`src/rtl/mdio_phy_init_pkg.sv`:
```
// MDIO PHY init sequencer: shared types, opcodes and the init table.
// Read-back verification is enabled by defining MDIO_VERIFY_EN.
package mdio_phy_init_pkg;

  typedef enum logic [2:0] {
    RST_ASSERT,
    RST_WAIT,
    LOAD,
    SHIFT,
    GAP,
    NEXT,
    DONE
  } state_t;

  localparam logic [1:0] OP_WR = 2'b01;
  localparam logic [1:0] OP_RD = 2'b10;
  localparam logic [1:0] TA_WR = 2'b10;

  localparam int INIT_LEN = 4;

  typedef logic [20:0] init_entry_t;

  localparam init_entry_t INIT_TABLE [INIT_LEN] = '{
    {5'h00, 16'h1140},
    {5'h10, 16'h5848},
    {5'h14, 16'h29C7},
    {5'h00, 16'h1340}
  };

  // Bits 15 and 9 self-clear in the PHY and never read back as written.
  localparam logic [15:0] RD_CMP_MASK = 16'h7DFF;

  localparam logic [63:0] RD_TMASK = 64'h0000_0000_0003_FFFF;

  function automatic logic [63:0] build_frame(
    input logic [4:0]  phyad,
    input init_entry_t e,
    input logic        rd
  );
    logic [1:0]  op;
    logic [1:0]  ta;
    logic [15:0] d;
    op = rd ? OP_RD : OP_WR;
    ta = rd ? 2'b11 : TA_WR;
    d  = rd ? 16'hFFFF : e[15:0];
    return {32'hFFFF_FFFF, 2'b01, op, phyad, e[20:16], ta, d};
  endfunction

endpackage

```
`src/rtl/mdio_frame_shifter.sv`:
```
// MDC divider plus 64-bit MDIO shift/sample engine, followed by one
// idle gap bit; start loads a frame, done marks the end of the gap.
module mdio_frame_shifter #(
  parameter int MDC_DIV = 50
) (
  input  logic        clk,
  input  logic        reset,
  input  logic        start,
  input  logic [63:0] frame,
  input  logic [63:0] rd_mask,
  input  logic        mdio_i,
  output logic        mdc,
  output logic        mdio_o,
  output logic        mdio_t,
  output logic        gap,
  output logic        done,
  output logic [15:0] rdata
);

  localparam int CW = (MDC_DIV > 1) ? $clog2(MDC_DIV) : 1;
  localparam logic [CW-1:0] CNT_MAX = CW'(MDC_DIV - 1);

  logic          run;
  logic [CW-1:0] cnt;
  logic [6:0]    bitn;
  logic [63:0]   sreg;
  logic [63:0]   tmask;
  logic          wrap;
  logic          last;

  assign wrap = run && (cnt == CNT_MAX);
  assign last = (bitn == 7'd64);

  always_ff @(posedge clk) begin
    if (reset) begin
      run   <= 1'b0;
      cnt   <= '0;
      mdc   <= 1'b0;
      bitn  <= '0;
      sreg  <= '1;
      tmask <= '1;
      rdata <= '0;
    end else if (start) begin
      run   <= 1'b1;
      cnt   <= '0;
      mdc   <= 1'b0;
      bitn  <= '0;
      sreg  <= frame;
      tmask <= rd_mask;
    end else if (wrap) begin
      cnt <= '0;
      mdc <= ~mdc;
      if (mdc) begin
        if (last) begin
          run <= 1'b0;
        end else begin
          bitn  <= bitn + 7'd1;
          sreg  <= {sreg[62:0], 1'b1};
          tmask <= {tmask[62:0], 1'b1};
        end
      end else if (!last) begin
        rdata <= {rdata[14:0], mdio_i};
      end
    end else if (run) begin
      cnt <= cnt + CW'(1);
    end
  end

  assign mdio_o = (run && !last) ? sreg[63]  : 1'b1;
  assign mdio_t = (run && !last) ? tmask[63] : 1'b1;
  assign gap    = run && last;
  assign done   = wrap && mdc && last;

endmodule

```
`src/rtl/mdio_phy_init_sequencer.sv`:
```
// PHY reset + Clause-22 init writes, then MDIO pass-through to the CPU.
// Define MDIO_VERIFY_EN to read back and check every written register.
module mdio_phy_init_sequencer
  import mdio_phy_init_pkg::*;
#(
  parameter logic [4:0] PHY_ADDR          = 5'd3,
  parameter int         MDC_DIV           = 50,
  parameter int         RESET_CYCLES      = 2500,
  parameter int         POST_RESET_CYCLES = 50000
) (
  input  logic clk,
  input  logic reset,
  input  logic init_start,
  input  logic cpu_mdc,
  input  logic cpu_mdio_o,
  input  logic cpu_mdio_t,
  output logic cpu_mdio_i,
  output logic mdio_mdc_mdc,
  output logic mdio_mdc_mdio_o,
  output logic mdio_mdc_mdio_t,
  input  logic mdio_mdc_mdio_i,
  output logic phy_reset_out,
  output logic init_busy,
  output logic init_done,
  output logic init_error
);

  localparam int WMAX = (RESET_CYCLES > POST_RESET_CYCLES) ?
                        RESET_CYCLES : POST_RESET_CYCLES;
  localparam int WCW  = $clog2(WMAX + 1);
  localparam int IW   = (INIT_LEN > 1) ? $clog2(INIT_LEN) : 1;

  localparam logic [WCW-1:0] RST_LAST  = WCW'(RESET_CYCLES - 1);
  localparam logic [WCW-1:0] POST_LAST = WCW'(POST_RESET_CYCLES - 1);
  localparam logic [IW-1:0]  IDX_LAST  = IW'(INIT_LEN - 1);

  state_t         state, state_n;
  logic [WCW-1:0] wcnt, wcnt_n;
  logic [IW-1:0]  idx, idx_n;
  logic           rd_ph, rd_ph_n;
  logic           err, err_n;
  logic           phy_rst;

  init_entry_t    entry;
  logic [63:0]    sh_frame;
  logic [63:0]    sh_tmask;
  logic           sh_start;
  logic           sh_mdc;
  logic           sh_o;
  logic           sh_t;
  logic           sh_gap;
  logic           sh_done;
  logic [15:0]    sh_rdata;
  logic           advance;

  assign entry    = INIT_TABLE[idx];
  assign sh_frame = build_frame(PHY_ADDR, entry, rd_ph);
  assign sh_tmask = rd_ph ? RD_TMASK : '0;

  mdio_frame_shifter #(
    .MDC_DIV (MDC_DIV)
  ) u_shifter (
    .clk     (clk),
    .reset   (reset),
    .start   (sh_start),
    .frame   (sh_frame),
    .rd_mask (sh_tmask),
    .mdio_i  (mdio_mdc_mdio_i),
    .mdc     (sh_mdc),
    .mdio_o  (sh_o),
    .mdio_t  (sh_t),
    .gap     (sh_gap),
    .done    (sh_done),
    .rdata   (sh_rdata)
  );

  always_comb begin
    state_n  = state;
    wcnt_n   = wcnt;
    idx_n    = idx;
    rd_ph_n  = rd_ph;
    err_n    = err;
    sh_start = 1'b0;
    advance  = 1'b0;
    unique case (state)
      RST_ASSERT: begin
        if (wcnt == RST_LAST) begin
          state_n = RST_WAIT;
          wcnt_n  = '0;
        end else begin
          wcnt_n = wcnt + WCW'(1);
        end
      end
      RST_WAIT: begin
        if (wcnt == POST_LAST) begin
          state_n = LOAD;
          wcnt_n  = '0;
        end else begin
          wcnt_n = wcnt + WCW'(1);
        end
      end
      LOAD: begin
        sh_start = 1'b1;
        state_n  = SHIFT;
      end
      SHIFT: begin
        if (sh_gap) state_n = GAP;
      end
      GAP: begin
        if (sh_done) state_n = NEXT;
      end
      NEXT: begin
`ifdef MDIO_VERIFY_EN
        if (!rd_ph) begin
          rd_ph_n = 1'b1;
          state_n = LOAD;
        end else begin
          rd_ph_n = 1'b0;
          if (((sh_rdata ^ entry[15:0]) & RD_CMP_MASK) != '0)
            err_n = 1'b1;
          advance = 1'b1;
        end
`else
        advance = 1'b1;
`endif
        if (advance) begin
          if (idx == IDX_LAST) begin
            state_n = DONE;
          end else begin
            idx_n   = idx + IW'(1);
            state_n = LOAD;
          end
        end
      end
      DONE: begin
        if (init_start) begin
          state_n = RST_ASSERT;
          wcnt_n  = '0;
          idx_n   = '0;
          rd_ph_n = 1'b0;
          err_n   = 1'b0;
        end
      end
      default: state_n = RST_ASSERT;
    endcase
  end

  always_ff @(posedge clk) begin
    if (reset) begin
      state   <= RST_ASSERT;
      wcnt    <= '0;
      idx     <= '0;
      rd_ph   <= 1'b0;
      err     <= 1'b0;
      phy_rst <= 1'b0;
    end else begin
      state   <= state_n;
      wcnt    <= wcnt_n;
      idx     <= idx_n;
      rd_ph   <= rd_ph_n;
      err     <= err_n;
      phy_rst <= (state_n != RST_ASSERT);
    end
  end

  assign phy_reset_out = phy_rst;
  assign init_busy     = (state != DONE);
  assign init_done     = (state == DONE);

  assign mdio_mdc_mdc    = init_done ? cpu_mdc    : sh_mdc;
  assign mdio_mdc_mdio_o = init_done ? cpu_mdio_o : sh_o;
  assign mdio_mdc_mdio_t = init_done ? cpu_mdio_t : sh_t;
  assign cpu_mdio_i      = init_done ? mdio_mdc_mdio_i : 1'b1;

`ifdef MDIO_VERIFY_EN
  assign init_error = err;
`else
  logic unused_rd;
  assign unused_rd  = ^{sh_rdata, err};
  assign init_error = 1'b0;
`endif

endmodule
```
`config.mk`:
```
export PLATFORM = sky130hd
export DESIGN_NAME = mdio_phy_init_sequencer
export DESIGN_NICKNAME = d
export VERILOG_FILES = /design/src/rtl/mdio_phy_init_pkg.sv /design/src/rtl/mdio_frame_shifter.sv /design/src/rtl/mdio_phy_init_sequencer.sv
export SDC_FILE = /design/constraint.sdc
export NUM_CORES = 1
export LEC_CHECK = 0
export ABC_AREA = 0
export CELL_PAD_IN_SITES_DETAIL_PLACEMENT = 1
export CELL_PAD_IN_SITES_GLOBAL_PLACEMENT = 1
export CORE_MARGIN = 8
export CORE_UTILIZATION = 48
export CTS_CLUSTER_SIZE = 24
export DETAILED_ROUTE_END_ITERATION = 6
export PLACE_DENSITY_LB_ADDON = 0.08
export SLEW_MARGIN = 20
export SYNTH_ARGS = -nofsm -noshare
export SYNTH_HDL_FRONTEND = slang
export SYNTH_SLANG_ARGS = --single-unit
```
`constraint.sdc`:
```
create_clock -name clk -period 2.3 [get_ports clk]
set_input_delay 0.69 -clock clk [delete_from_list [all_inputs] [get_ports clk]]
set_output_delay 0.69 -clock clk [all_outputs]
set_load 0.005 [all_outputs]
```
* Yosys cells after proc, flatten, opt, wreduce, memory -nomap -nowiden *
Index checks and enable logic that the tools add are counted.

word-level totals
  word-level logic and storage cells = 90
  input bits = 7
  register bits = 165
  output and inout bits = 8

cells by class
  mux-type cells = 36
  magnitude comparators = 1
  add/subtract/negate cells = 4
  bitwise gates (word level) = 3
  eq/ne operators = 15
  reduce and logical (&&, ||, !) cells = 20

operators by type and width
  cell                                                                count
  64-bit 2-to-1 mux                                                   4
  32-bit 2-to-1 mux                                                   4
  16-bit 2-to-1 mux                                                   3
  16-bit one-hot mux with 3 select lines                              1
  21-bit binary-select mux with 2-bit select                          1
  21-bit 2-to-1 mux                                                   2
  3-bit one-hot mux with 7 select lines                               1
  3-bit 2-to-1 mux                                                    6
  16-bit by 1-bit adder with 16-bit output (second input constant)    1
  16-bit by 12-bit == test with 1-bit output (second input constant)  1
  16-bit == test (second input constant)                              1
  3-bit AND reduction                                                 4
  1-bit 2-to-1 mux                                                    11
  3-bit == test (second input constant)                               3
  2-bit nonzero test                                                  4
  7-bit by 1-bit adder with 7-bit output (second input constant)      1
  7-bit == test (second input constant)                               1
  6-bit by 1-bit adder with 6-bit output (second input constant)      1
  3-bit by 2-bit == test with 1-bit output (second input constant)    2
  6-bit == test (second input constant)                               1
  2-bit inequality test (second input constant)                       3
  3-bit nonzero test                                                  2
  1-bit logical AND                                                   5
  2-bit 2-to-1 mux                                                    2
  other kinds (13)                                                    14

* Depth between registers and ports, before layout *
  word-level depth = 7
  gate-level depth with buffers = 9
  gate-level depth less buffers = 7

* Modules after synthesis *
Synthesis repeated with hierarchy kept, for this count alone.

second synthesis, totals
  cells, all modules = 1,002
  area total of the unflattened synthesis = 7,936.4 um^2

by module, submodules not included
  module                   seq. area each (um^2)  area an instance (um^2)  cells each  times used
  mdio_frame_shifter       3,183.1                6,553.8                  843         1
  mdio_phy_init_sequencer  440.4                  1,382.6                  159         1

* Worst setup path before layout *
No wires, ideal clock.

  path type = flip-flop to output port
  start point = reg u_shifter.bitn[2]
  end point = out mdio_mdc_mdio_o
  cell stages (with the launch flop) = 6
  required time = 1,610 ps
  arrival time = 1,209 ps
  path buffers = 0
  path slack = 401 ps
  cell sequence = dfxtp_1 nor4b_1 nand2_1 nand2_1 nor2_1 a21oi_1

on the way
  longest elaborated chain between the ends = 5

RTL lines
  item                    RTL line                        source
  from (decl)             mdio_frame_shifter.sv:25        logic [6:0] bitn;
  from (signal assigned)  mdio_frame_shifter.sv:57        bitn <= bitn + 7'd1;
  7-bit == test           mdio_frame_shifter.sv:32        assign last = (bitn == 7'd64);
  1-bit zero test         n/a
  1-bit logical AND       mdio_frame_shifter.sv:69        assign mdio_o = (run && !last) ? sreg[63] : 1'b1;
  1-bit 2-to-1 mux        mdio_frame_shifter.sv:69
  1-bit 2-to-1 mux        mdio_phy_init_sequencer.sv:171  assign mdio_mdc_mdio_o = init_done ? cpu_mdio_o : sh_o;
  to (decl)               mdio_phy_init_sequencer.sv:19   output logic mdio_mdc_mdio_o,

No other way between the ends.

* Worst setup path after layout *
  start point = reg u_shifter.bitn[1]
  end point = out mdio_mdc_mdio_o

Same word-level chain as after synthesis.

==> flow_summary.json <==
{
  "status": "complete, no violations",
  "crit_top_cell": "nand2_2",
  "postRouteAntennaNets": 0,
  "synthDistinctLibCells": 50,
  "fin_util_pct": 57.47,
  "finalHoldViolCount": 0,
  "power_leakage_nw": 4.109,
  "tritoncts": "yes",
  "portBuffers": 13,
  "cts_buffers": 17,
  "drt-pass1-iter-count": 4,
  "design.die.area_um2": 18500,
  "worstSetupEndpointType": "primary output",
  "diodes": 0,
  "power_density_nw_per_um2": 735.2,
  "critPathSlowestCell": "dfxtp_2",
  "synth_edf_count": 0,
  "detail_route.wl_per_cell_um": 15.81,
  "root_buffer": "clkbuf_16",
  "syn2layout_area_growth_pct": 18.96,
  "post-route-period-util_pct": 97.45,
  "routabilityCongestion": 0.7343,
  "finalNonFillerCells": 952,
  "crit_type": "register to primary output",
  "totalWireLength_mm": 15.05,
  "final_cell_mix": "162 x dfxtp_1, 123 x nand2_1, 78 x mux2i_1",
  "grt_max_degree": 94,
  "grt-ovfl-total": 0,
  "grt_pass1_wl_mm": 24.58,
  "post_cts_hold_buffer_count": 0,
  "skew_ns": 0.009803,
  "finalSetupViolations": 0,
  "dpl.hpwl_mm": 8.696,
  "dr.first_iter.drc_count": 217,
  "syn_nets": 747,
  "route.detailed.drc": 0,
  "rsz0062_at_grt": "true",
  "yosys_warnings": 0,
  "ys_ff_latch": 165,
  "critPathMaxStageDelay_ns": 0.32,
  "crit_path_start_kind": "register",
  "first_global_vias": 5221,
  "crit_chain": "inv_2, ha_4, nor2b_4, nand2_2, nand2_2, nor2_1, a21oi_1, buf_2",
  "synth_cells": 730,
  "antenna_found_initial": 0,
  "via_count": 5066,
  "cts_buffer_depth": 2,
  "dpl_cell_area_um2": 7327,
  "worstPathArrival_ns": 1.55,
  "start_util_pct": 48.31,
  "synth_area_per_cell_um2": 9.473,
  "viasPerCell": 5.321,
  "design_area_um2": 8227,
  "die_y_um": 136.0,
  "critPathRequiredTime_ns": 1.61,
  "irDropWorstVdd_mv": 0.6136,
  "cts.sinks": 165,
  "synth_area_um2": 6915,
  "maxSlewHeadroom_pct": 66.86,
  "clk_pin_slew_ns": 0.06,
  "max_freq_ghz": 0.4461,
  "fin_crit_ns": 2.241,
  "grtUsageTotal_pct": 16.33,
  "dp.cells": 903,
  "fill_cells": 1557,
  "worst_pin_slew_ns": 0.4953,
  "layout_commonest_cell": "dfxtp_1",
  "clk_latency_ns": 0.43,
  "synthArstFlopShare_pct": 0,
  "synth_flop_cell": "dfxtp_1",
  "io_pins": 15,
  "cp_max_fo": 2,
  "row_count": 44,
  "htree_num_levels": 4,
  "slew_violations": 0,
  "maxCapViolCount": 0,
  "worst_hold_path_type": "register to register",
  "ys_seq_area_share_pct": 47.77,
  "drive_above_1_share_pct": 15.10,
  "die_x_um": 136.0,
  "power_w": 0.006048,
  "coreArea_um2": 14310,
  "nets": 773
}
[worst max-delay path, delay by kind of cell (launching register included)]
family / cells / cell delay, ns
AOI/OAI and AO/OA: 1 / 0.13
DFF: 1 / 0.32
buffers and inverters: 2 / 0.21
adders and majority gates: 1 / 0.14
and+or+nand+nor: 4 / 0.33
[timing repair]
| item | 4_1_cts | 5_1_grt |
|---|---|---|
| resized for setup | 28 | 7 |
| gates cloned | 0 | 2 |
| pin swaps | 5 | 4 |
| setup buffers | 6 | 10 |
| setup endpoints to repair | 7 | 31 |
[worst paths after layout]
kind	cells past startpoint	slack, ns	startpoint	to
worst max-delay path	8	0.06	u_shifter.bitn[1]	mdio_mdc_mdio_o
worst min-delay path	2	0.47	u_shifter.sreg[57]	u_shifter.sreg[58]
worst max register to register	8	0.08	u_shifter.bitn[2]	u_shifter.tmask[2]
worst min register to register	2	0.47	u_shifter.sreg[57]	u_shifter.sreg[58]
[synthesized netlist by cell type (2+ instances only)]
library cell  number  area share [%]
a211oi_2           2            0.36
a21o_1             2            0.22
a21oi_1            7            0.51
a31oi_1           13             1.2
and2_1             3            0.27
and3_1             4            0.36
buf_2             11            0.80
buf_4              7            0.76
buf_6              3            0.49
buf_8              2            0.43
clkbuf_1          30             1.6
dfxtp_1          165              48
ha_1              10             1.8
inv_1              7            0.38
mux2i_1           79              11
nand2_1          126             6.8
nand2b_1           9            0.81
nand3_1           47             3.4
nand3b_1           2            0.22
nand4_1            8            0.72
nand4b_1           3            0.38
nor2_1            41             2.2
nor2b_1            3            0.27
o21ai_0            5            0.36
o21bai_1          77             8.4
or2_2             11             1.0
or3_1              5            0.45
or4b_1             2            0.29
xnor2_1            5            0.63
xor2_1            21             2.7
[layout make-up]
class / count / area, um2 / area share [%]
Multi-Input combinational cell: 506 / 3398 / 41.31
Sequential cell: 165 / 3307 / 40.20
Timing Repair Buffer: 59 / 609.3 / 7.407
Clock buffer: 24 / 511.7 / 6.221
Tap cell: 184 / 230.2 / 2.798
Clock inverter: 7 / 141.4 / 1.719
Inverter: 7 / 28.78 / 0.3498
[metrics by stage]
| stage | setup slack, ns | setup TNS [ns] | hold slack, ns |
|---|---|---|---|
| after floorplan | 0.4012 | 0 | 0.4401 |
| after global placement | -0.1946 | -0.6253 | 0.4471 |
| after detailed placement | -0.2527 | -0.7153 | 0.4555 |
| after CTS | -0.03064 | -0.04051 | 0.4709 |
| after global routing | -0.04346 | -0.07823 | 0.4943 |
| final | 0.05859 | 0 | 0.4702 |
[flip-flops by register name (all words and copies together) (netlist names)]
name and count:
u_shifter.sreg 64, wcnt 16, u_shifter.bitn 7, u_shifter.mdc 1
idx 2, u_shifter.run 1, state 3, u_shifter.tmask 64
phy_reset_out 1, u_shifter.cnt 6
[report_power, final]
part           switching [W]  internal [W]  leakage, nW
clock network        0.00110       0.00199        0.319
registers         0.00000568       0.00286         1.34
logic              0.0000507     0.0000445         2.45
[metal layers]
| metal | track usage (%) | vias up | part of all wire (%) |
|---|---|---|---|
| li1 | - | 2553 | - |
| met1 | 18.88 | 2468 | 45 |
| met2 | 28.33 | 27 | 51 |
| met3 | 4.693 | 18 | 2.4 |
| met4 | 5.430 | 0 | 1.2 |
| met5 | 0 | - | 0 |
[logic make-up after synthesis]
group	after synthesis	share of synthesized area (%)
flip-flops	165	47.77
multiplexers	79	11.43
other	1	0.05423
AO/OA/AOI/OAI	115	12.41
AND/OR/NAND/NOR	274	18.74
adder cells (fa/ha/maj)	10	1.809
buffers and inverters	60	4.487
XOR/XNOR	26	3.293
No activity file was read; power rests on OpenSTA's default activity.
